### config.mk
export PLATFORM = sky130hd
export DESIGN_NAME = adsr_envelope
export DESIGN_NICKNAME = d
export VERILOG_FILES = /design/src/rtl/adsr_envelope.sv
export SDC_FILE = /design/constraint.sdc
export NUM_CORES = 1
export LEC_CHECK = 0
export ABC_AREA = 1
export CORE_MARGIN = 4
export CORE_UTILIZATION = 50
export DETAILED_ROUTE_END_ITERATION = 16
export GPL_TIMING_DRIVEN = 0
export PLACE_DENSITY = 0.75
export SLEW_MARGIN = 20
export SYNTH_ARGS = -nofsm -noshare
export SYNTH_HDL_FRONTEND = slang
export SYNTH_SLANG_ARGS = --single-unit
export TNS_END_PERCENT = 20
### constraint.sdc
create_clock -name clk48m -period 2.65 [get_ports clk48m]
set_input_delay 0.53 -clock clk48m [delete_from_list [all_inputs] [get_ports clk48m]]
set_output_delay 0.53 -clock clk48m [all_outputs]
set_load 0.05 [all_outputs]
### src/rtl/adsr_envelope.sv
// Linear ADSR envelope generator producing a 16-bit scale word (0xFFFF = unity).
// Level updates happen only on the internal sample tick; gate edges take priority over ticks.
module adsr_envelope #(
   parameter int unsigned DIV = 1000
) (
   input  logic        clk48m,
   input  logic        rst_n,
   input  logic        gate,
   input  logic [15:0] attack_rate,
   input  logic [15:0] decay_rate,
   input  logic [15:0] sustain_level,
   input  logic [15:0] release_rate,
   output logic [15:0] scale,
   output logic [2:0]  env_state,
   output logic        busy
);

   typedef enum logic [2:0] {
      IDLE    = 3'd0,
      ATTACK  = 3'd1,
      DECAY   = 3'd2,
      SUSTAIN = 3'd3,
      RELEASE = 3'd4
   } state_t;

   localparam logic [15:0] LAST = 16'(DIV - 1);

   state_t      state, state_n;
   logic [15:0] cnt;
   logic [15:0] level_n;
   logic [16:0] att_sum;
   logic [16:0] dec_floor;
   logic        gate_d;
   logic        tick;
   logic        rise;
   logic        fall;

   assign tick      = (cnt == LAST);
   assign rise      = gate & ~gate_d;
   assign fall      = ~gate & gate_d;
   assign env_state = state;

   always_ff @(posedge clk48m or negedge rst_n) begin
      if (!rst_n) begin
         cnt    <= '0;
         gate_d <= 1'b0;
         state  <= IDLE;
         scale  <= '0;
         busy   <= 1'b0;
      end else begin
         cnt    <= tick ? '0 : cnt + 16'd1;
         gate_d <= gate;
         state  <= state_n;
         scale  <= level_n;
         busy   <= (state_n != IDLE);
      end
   end

   always_comb begin
      state_n   = state;
      level_n   = scale;
      // 17-bit intermediates so neither the attack sum nor the decay floor can wrap
      att_sum   = {1'b0, scale} + {1'b0, attack_rate};
      dec_floor = {1'b0, sustain_level} + {1'b0, decay_rate};
      if (rise) begin
         state_n = ATTACK;
      end else if (fall) begin
         if (state == ATTACK || state == DECAY || state == SUSTAIN)
            state_n = RELEASE;
      end else if (tick) begin
         unique case (state)
            ATTACK: begin
               if (attack_rate == '0 || att_sum >= 17'h0FFFF) begin
                  level_n = '1;
                  state_n = DECAY;
               end else begin
                  level_n = att_sum[15:0];
               end
            end
            DECAY: begin
               if (decay_rate == '0 || {1'b0, scale} < dec_floor) begin
                  level_n = sustain_level;
                  state_n = SUSTAIN;
               end else begin
                  level_n = scale - decay_rate;
               end
            end
            SUSTAIN: begin
               level_n = sustain_level;
            end
            RELEASE: begin
               if (release_rate == '0 || scale <= release_rate) begin
                  level_n = '0;
                  state_n = IDLE;
               end else begin
                  level_n = scale - release_rate;
               end
            end
            default: begin
               level_n = '0;
               state_n = IDLE;
            end
         endcase
      end
   end

endmodule

[After elaboration in Yosys (flattened, before gate mapping)]
Index checks and enable logic that the tools add are counted.
Cells by class
  $add $sub $neg: 5
  order comparisons: 3
  equal/unequal tests: 5
  mux-type cells: 13
  bitwise gates (word level): 6
  reduce and logical (&&, ||, !) cells: 10
Operators with widths (number)
  two-way mux 16 bit: 4
  one-hot mux 16 bit (4 select lines): 1
  zero test 16 bit: 3
  adder 16 x 16 -> 17 bit: 2
  subtractor 16 bit: 2
  two-way mux 3 bit: 7
  greater-or-equal comparator 17 x 16 -> 1 bit (second input constant): 1
  < comparator 16 x 17 -> 1 bit: 1
  adder 16 x 1 -> 16 bit (second input constant): 1
  == test 16 x 10 -> 1 bit (second input constant): 1
  <= comparator 16 bit: 1
  one-hot mux 3 bit (4 select lines): 1
  == test 3 x 2 -> 1 bit (second input constant): 2
  logical OR 1 bit: 5
  inverter 1 bit: 4
  == test 3 x 1 -> 1 bit (second input constant): 1
  == test 3 bit (second input constant): 1
  AND reduction 3 bit: 1
  nonzero test 3 bit: 1
  bitwise AND 1 bit: 2
Word-level totals
  bits in registers: 37
  output and inout port bits: 20
  word-level logic and storage cells: 47

[Longest topological paths before layout]
  depth in word-level cells: 9
  gate-level depth with buffers: 27

[Worst setup path after synthesis]
Ideal clock, no wire load.
  path kind: input-to-reg
  from: in decay_rate[0]
  to: reg scale[9]
  arrival: 3.433 ns
  data required time: 2.532 ns
  setup slack: -0.901 ns
  cell stages on the path: 25
  path through: ha_1 > fa_1 > nand3_1 > nand2_1 > nand2_1 > nand2_1 > a21oi_1 > o21ai_0 > a31oi_1 > xor2_1 > ha_1 > a21o_1 > nand4_1 > nand2_1 > nor2_2 > nand3_2 > nand2_4 > inv_4 > buf_6 > nor2_2 > nor2_1 > o21ai_1 > nand3_1 > nand2_1 > nand2_1
Between the ends
  cells in the longest elaborated chain, start to end: 5
  elaborated cells between the ends (all ways): 7
  classes of those cells: add/sub: 2; order compare: 1; mux: 2; reduce/logical: 2
RTL lines
  start: declaration: RTL line 10  | input logic [15:0] decay_rate,
  adder 16 x 16 -> 17 bit: RTL line 64  | dec_floor = {1'b0, sustain_level} + {1'b0, decay_rate};
  < comparator 16 x 17 -> 1 bit: RTL line 81  | if (decay_rate == '0 || {1'b0, scale} < dec_floor) begin
  logical OR 1 bit: RTL line 81
  two-way mux 16 bit *: RTL line 81
  one-hot mux 16 bit (4 select lines) *: RTL line 71  | unique case (state)
  end signal: assignment: RTL line 54  | scale <= level_n;
  end: declaration: RTL line 13  | output logic [15:0] scale,
Mark *: on every way between the ends. The rest lies on a longest branch, timed or not.
A chain may end at the register's enable or synchronous reset.

[Final worst setup path]
  from: in sustain_level[2]
  to: reg scale[10]
Between the ends
  cells in the longest elaborated chain, start to end: 5
RTL lines
  start: declaration: RTL line 11  | input logic [15:0] sustain_level,
  adder 16 x 16 -> 17 bit: RTL line 64
  < comparator 16 x 17 -> 1 bit: RTL line 81
  logical OR 1 bit: RTL line 81
  two-way mux 16 bit: RTL line 81
  one-hot mux 16 bit (4 select lines): RTL line 71
No other way between the ends.

==> impl_metrics.json <==
{
  "finalWeightedCongestion": 0.9724,
  "synth_edf_count": 0,
  "placed_cells": 1160,
  "post_synth.cell_area_avg_um2": 6.317,
  "grt_use_met3_pct": 3.627,
  "mappedNetlistArea_um2": 5874,
  "setup.worst_path.start_class": "input port",
  "final_nets": 1200,
  "asyncSetResetFlopFracSynth_pct": 100.0,
  "port-buffer-count": 86,
  "grt.total_usage_pct": 28.90,
  "worst_slew_pin_slew_ns": 0.7205,
  "yosysWarningCount": 0,
  "syn2layout_area_growth_pct": 30.42,
  "tritoncts": "yes",
  "dominant_cell_by_count_in_the_synthesized_netlist": "nand2_1",
  "timing.final.hold_violations": 0,
  "library_cell_contributing_the_largest_single_delay_on_the_critical_path": "ha_1",
  "yosysUniqueCellTypes": 47,
  "end_kind": "register",
  "number_of_levels_the_h_tree_was_split_into": 2,
  "criticalPathCategory": "in -> reg",
  "maxSlewViolCount": 0,
  "clock_latency_ns": 0.29,
  "cts-buffers-inserted": 5,
  "drv.max_cap_violation_count": 0,
  "ys_seq_area_share_pct": 15.76,
  "crit_path_max_incr_delay_ns": 0.32,
  "required_ns": 2.83,
  "power_density_nw_per_um2": 296.5,
  "relative_slew_slack_pct": 51.79,
  "irDropWorstVdd_v": 0.0002263,
  "clk_transition_reported_paths_ns": 0.06,
  "antenna_cells": 0,
  "io-pin-count": 87,
  "placementRows": 39,
  "die_w_um": 116.4,
  "synth_ff_type": "dfrtp_1",
  "layout_cell_share_with_drive_strength_beyond_1_pct": 11.63,
  "power_leakage_nw": 3.996,
  "via_count": 6601,
  "synth_top_cells_by_count": "nand2_1, inv_1, ha_1, nor2_1, a21oi_1",
  "netlist.top_cell.by_area": "ha_1",
  "grt_start_max_net_pins": 23,
  "maximum_achievable_frequency_ghz": 0.2815,
  "antenna_violating_nets_post_route": 0,
  "post_synth_inst_count": 930,
  "status": "finished with violations",
  "fin_hold_ws_ns": 0.1690,
  "grt.met1_usage_pct": 37.99,
  "rsz_0062_raised_after_global_routing": "yes",
  "count_of_routing_violations_after_the_opening_detailed_route_iteration": 385,
  "die-area_um2": 13550,
  "worstPathMaxFanout": 6,
  "global_route_met2_usage_pct": 47.79,
  "global_route_wire_length_before_repair_mm": 30.91,
  "postLayoutSetupSlackWorst_ns": -0.9018,
  "crit_top_cell": "nand2_2",
  "finalSetupViolations": 20,
  "synth_area_leaders": "ha_1, dfrtp_1, nand2_1",
  "dieHeight_um": 116.4,
  "violations": "negative setup slack",
  "grt_overflow_total": 0,
  "route.detailed.vias_per_inst": 5.538,
  "first_global_vias": 6273,
  "grt_busiest_layer": "met2",
  "synth.top_cell.area_share_pct": 17.25,
  "wl_per_cell_um": 16.12,
  "critPathArrivalTime_ns": 3.73,
  "final_instance_count_excl_fillers": 1192,
  "layout_worst_path_cycle_share_pct": 134.0,
  "antenna_violations_before_repair": 0,
  "drt_first_pass_iters": 5,
  "timing.critical_path.buf_inv": 3,
  "clock-skew-final_ns": 0.009318,
  "dp.final_hpwl_mm": 15.51,
  "detail_route.wirelength_mm": 19.22,
  "number_of_buffers_on_the_longest_clock_path": 2,
  "numClockSinks": 37,
  "clock_tree.root_cell": "clkbuf_16",
  "cp_delay_by_family_top": "simple AND/OR/NAND/NOR gates",
  "hold_path_class": "in -> async",
  "syn-num-nets": 1082,
  "drc": 0,
  "initial_utilization_pct": 51.23,
  "ys_ff_latch": 37,
  "core-area_um2": 11470,
  "min_period_ns": 3.552
}
-- kinds of logic (layout without fill, tap and decap cells) --
logic type,after synthesis,after routing,share of synthesized area (%)
buffers and inverters,147,266,9.840
adders and majority gates,85,85,18.62
xor gates and xnor gates,45,45,6.709
AOI/OAI and AO/OA,175,175,16.98
and+or+nand+nor,441,441,32.10
DFF,37,37,15.76
-- layout make-up --
| type | count | area (µm²) |
|---|---|---|
| multi-input cells | 746 | 4692 |
| fillers | 1026 | 3806 |
| repair buffers | 111 | 1076 |
| flip-flops and latches | 37 | 925.9 |
| inverters | 138 | 530.5 |
| well taps | 143 | 178.9 |
| clock buffers | 5 | 125.1 |
| clock inverters | 3 | 68.82 |
| plain buffers | 9 | 63.81 |
-- worst register-to-register path: stages, from the launching register on --
cell	delay [ns]
dfrtp_1	0.58
ha_1	0.37
nand2_1	0.14
inv_2	0.04
a21oi_1	0.14
nand2_1	0.16
a21oi_1	0.20
xor2_1	0.23
nor2_1	0.10
nand3_2	0.10
nand3_2	0.08
buf_6	0.15
o21ai_0	0.24
nand2_1	0.09
o21ai_1	0.15
nand2_1	0.06
-- path summary, 6_finish.rpt --
kind / startpoint / endpoint / slack [ns] / depth (start not counted)
min in group clk48m: cnt[0] / cnt[0] / 0.46 / 1
worst min-delay path: rst_n / cnt[9] / 0.17 / 1
worst max-delay path: sustain_level[2] / scale[10] / -0.90 / 28
worst max register to register: scale[6] / scale[14] / -0.30 / 15
max in group asynchronous: rst_n / scale[13] / 2.02 / 2
worst min register to register: cnt[0] / cnt[0] / 0.46 / 1
-- state kept, by name, summed over array words and instances (netlist names) --
register	flops
env_state	3
gate_d	1
busy	1
cnt	16
scale	16
-- cells in the final DEF (no fill, tap or decap), drive strengths merged, types with 25 or more instances in the layout --
master / n
clkdlybuf4s50: 63
a21oi: 76
ha: 81
inv: 139
o21ai: 57
buf: 44
xor2: 25
nand2: 247
dfrtp: 37
nor2: 84
nand3: 48
-- power breakdown --
part | total, mW | internal [mW] | switching [mW] | leakage [nW]
sequential | 0.584 | 0.574 | 0.0109 | 0.480
combinational | 0.882 | 0.386 | 0.496 | 3.42
clock | 0.805 | 0.543 | 0.262 | 0.0944
-- per-stage QoR --
step	instance area, µm²	setup WS (ns)	setup TNS (ns)	utilization, %	power (mW)
3_3_place_gp	7020	-1.921	-34.14	61.22	1.349
6_report	7661	-0.9018	-15.68	66.81	2.272
3_5_place_dp	7043	-1.960	-34.88	61.42	1.361
2_1_floorplan	5981	-0.7985	-13.21	-	1.079
5_1_grt	7661	-1.139	-19.77	66.81	2.398
4_1_cts	7482	-0.8445	-14.85	65.25	2.226
-- per-layer routing --
metal	up-vias	share of wire [%]
met2	210	46
li1	3348	-
met1	2992	45
met5	-	0
met3	51	5.1
met4	0	4.2
-- repair_timing --
action	4_1_cts	5_1_grt
gates resized for setup	107	37
hold buffers	0	0
buffers inserted	18	5
pin swaps	40	14
gates cloned	1	0
endpoints found under the setup margin	20	20
(Power assumes the default switching activity.)
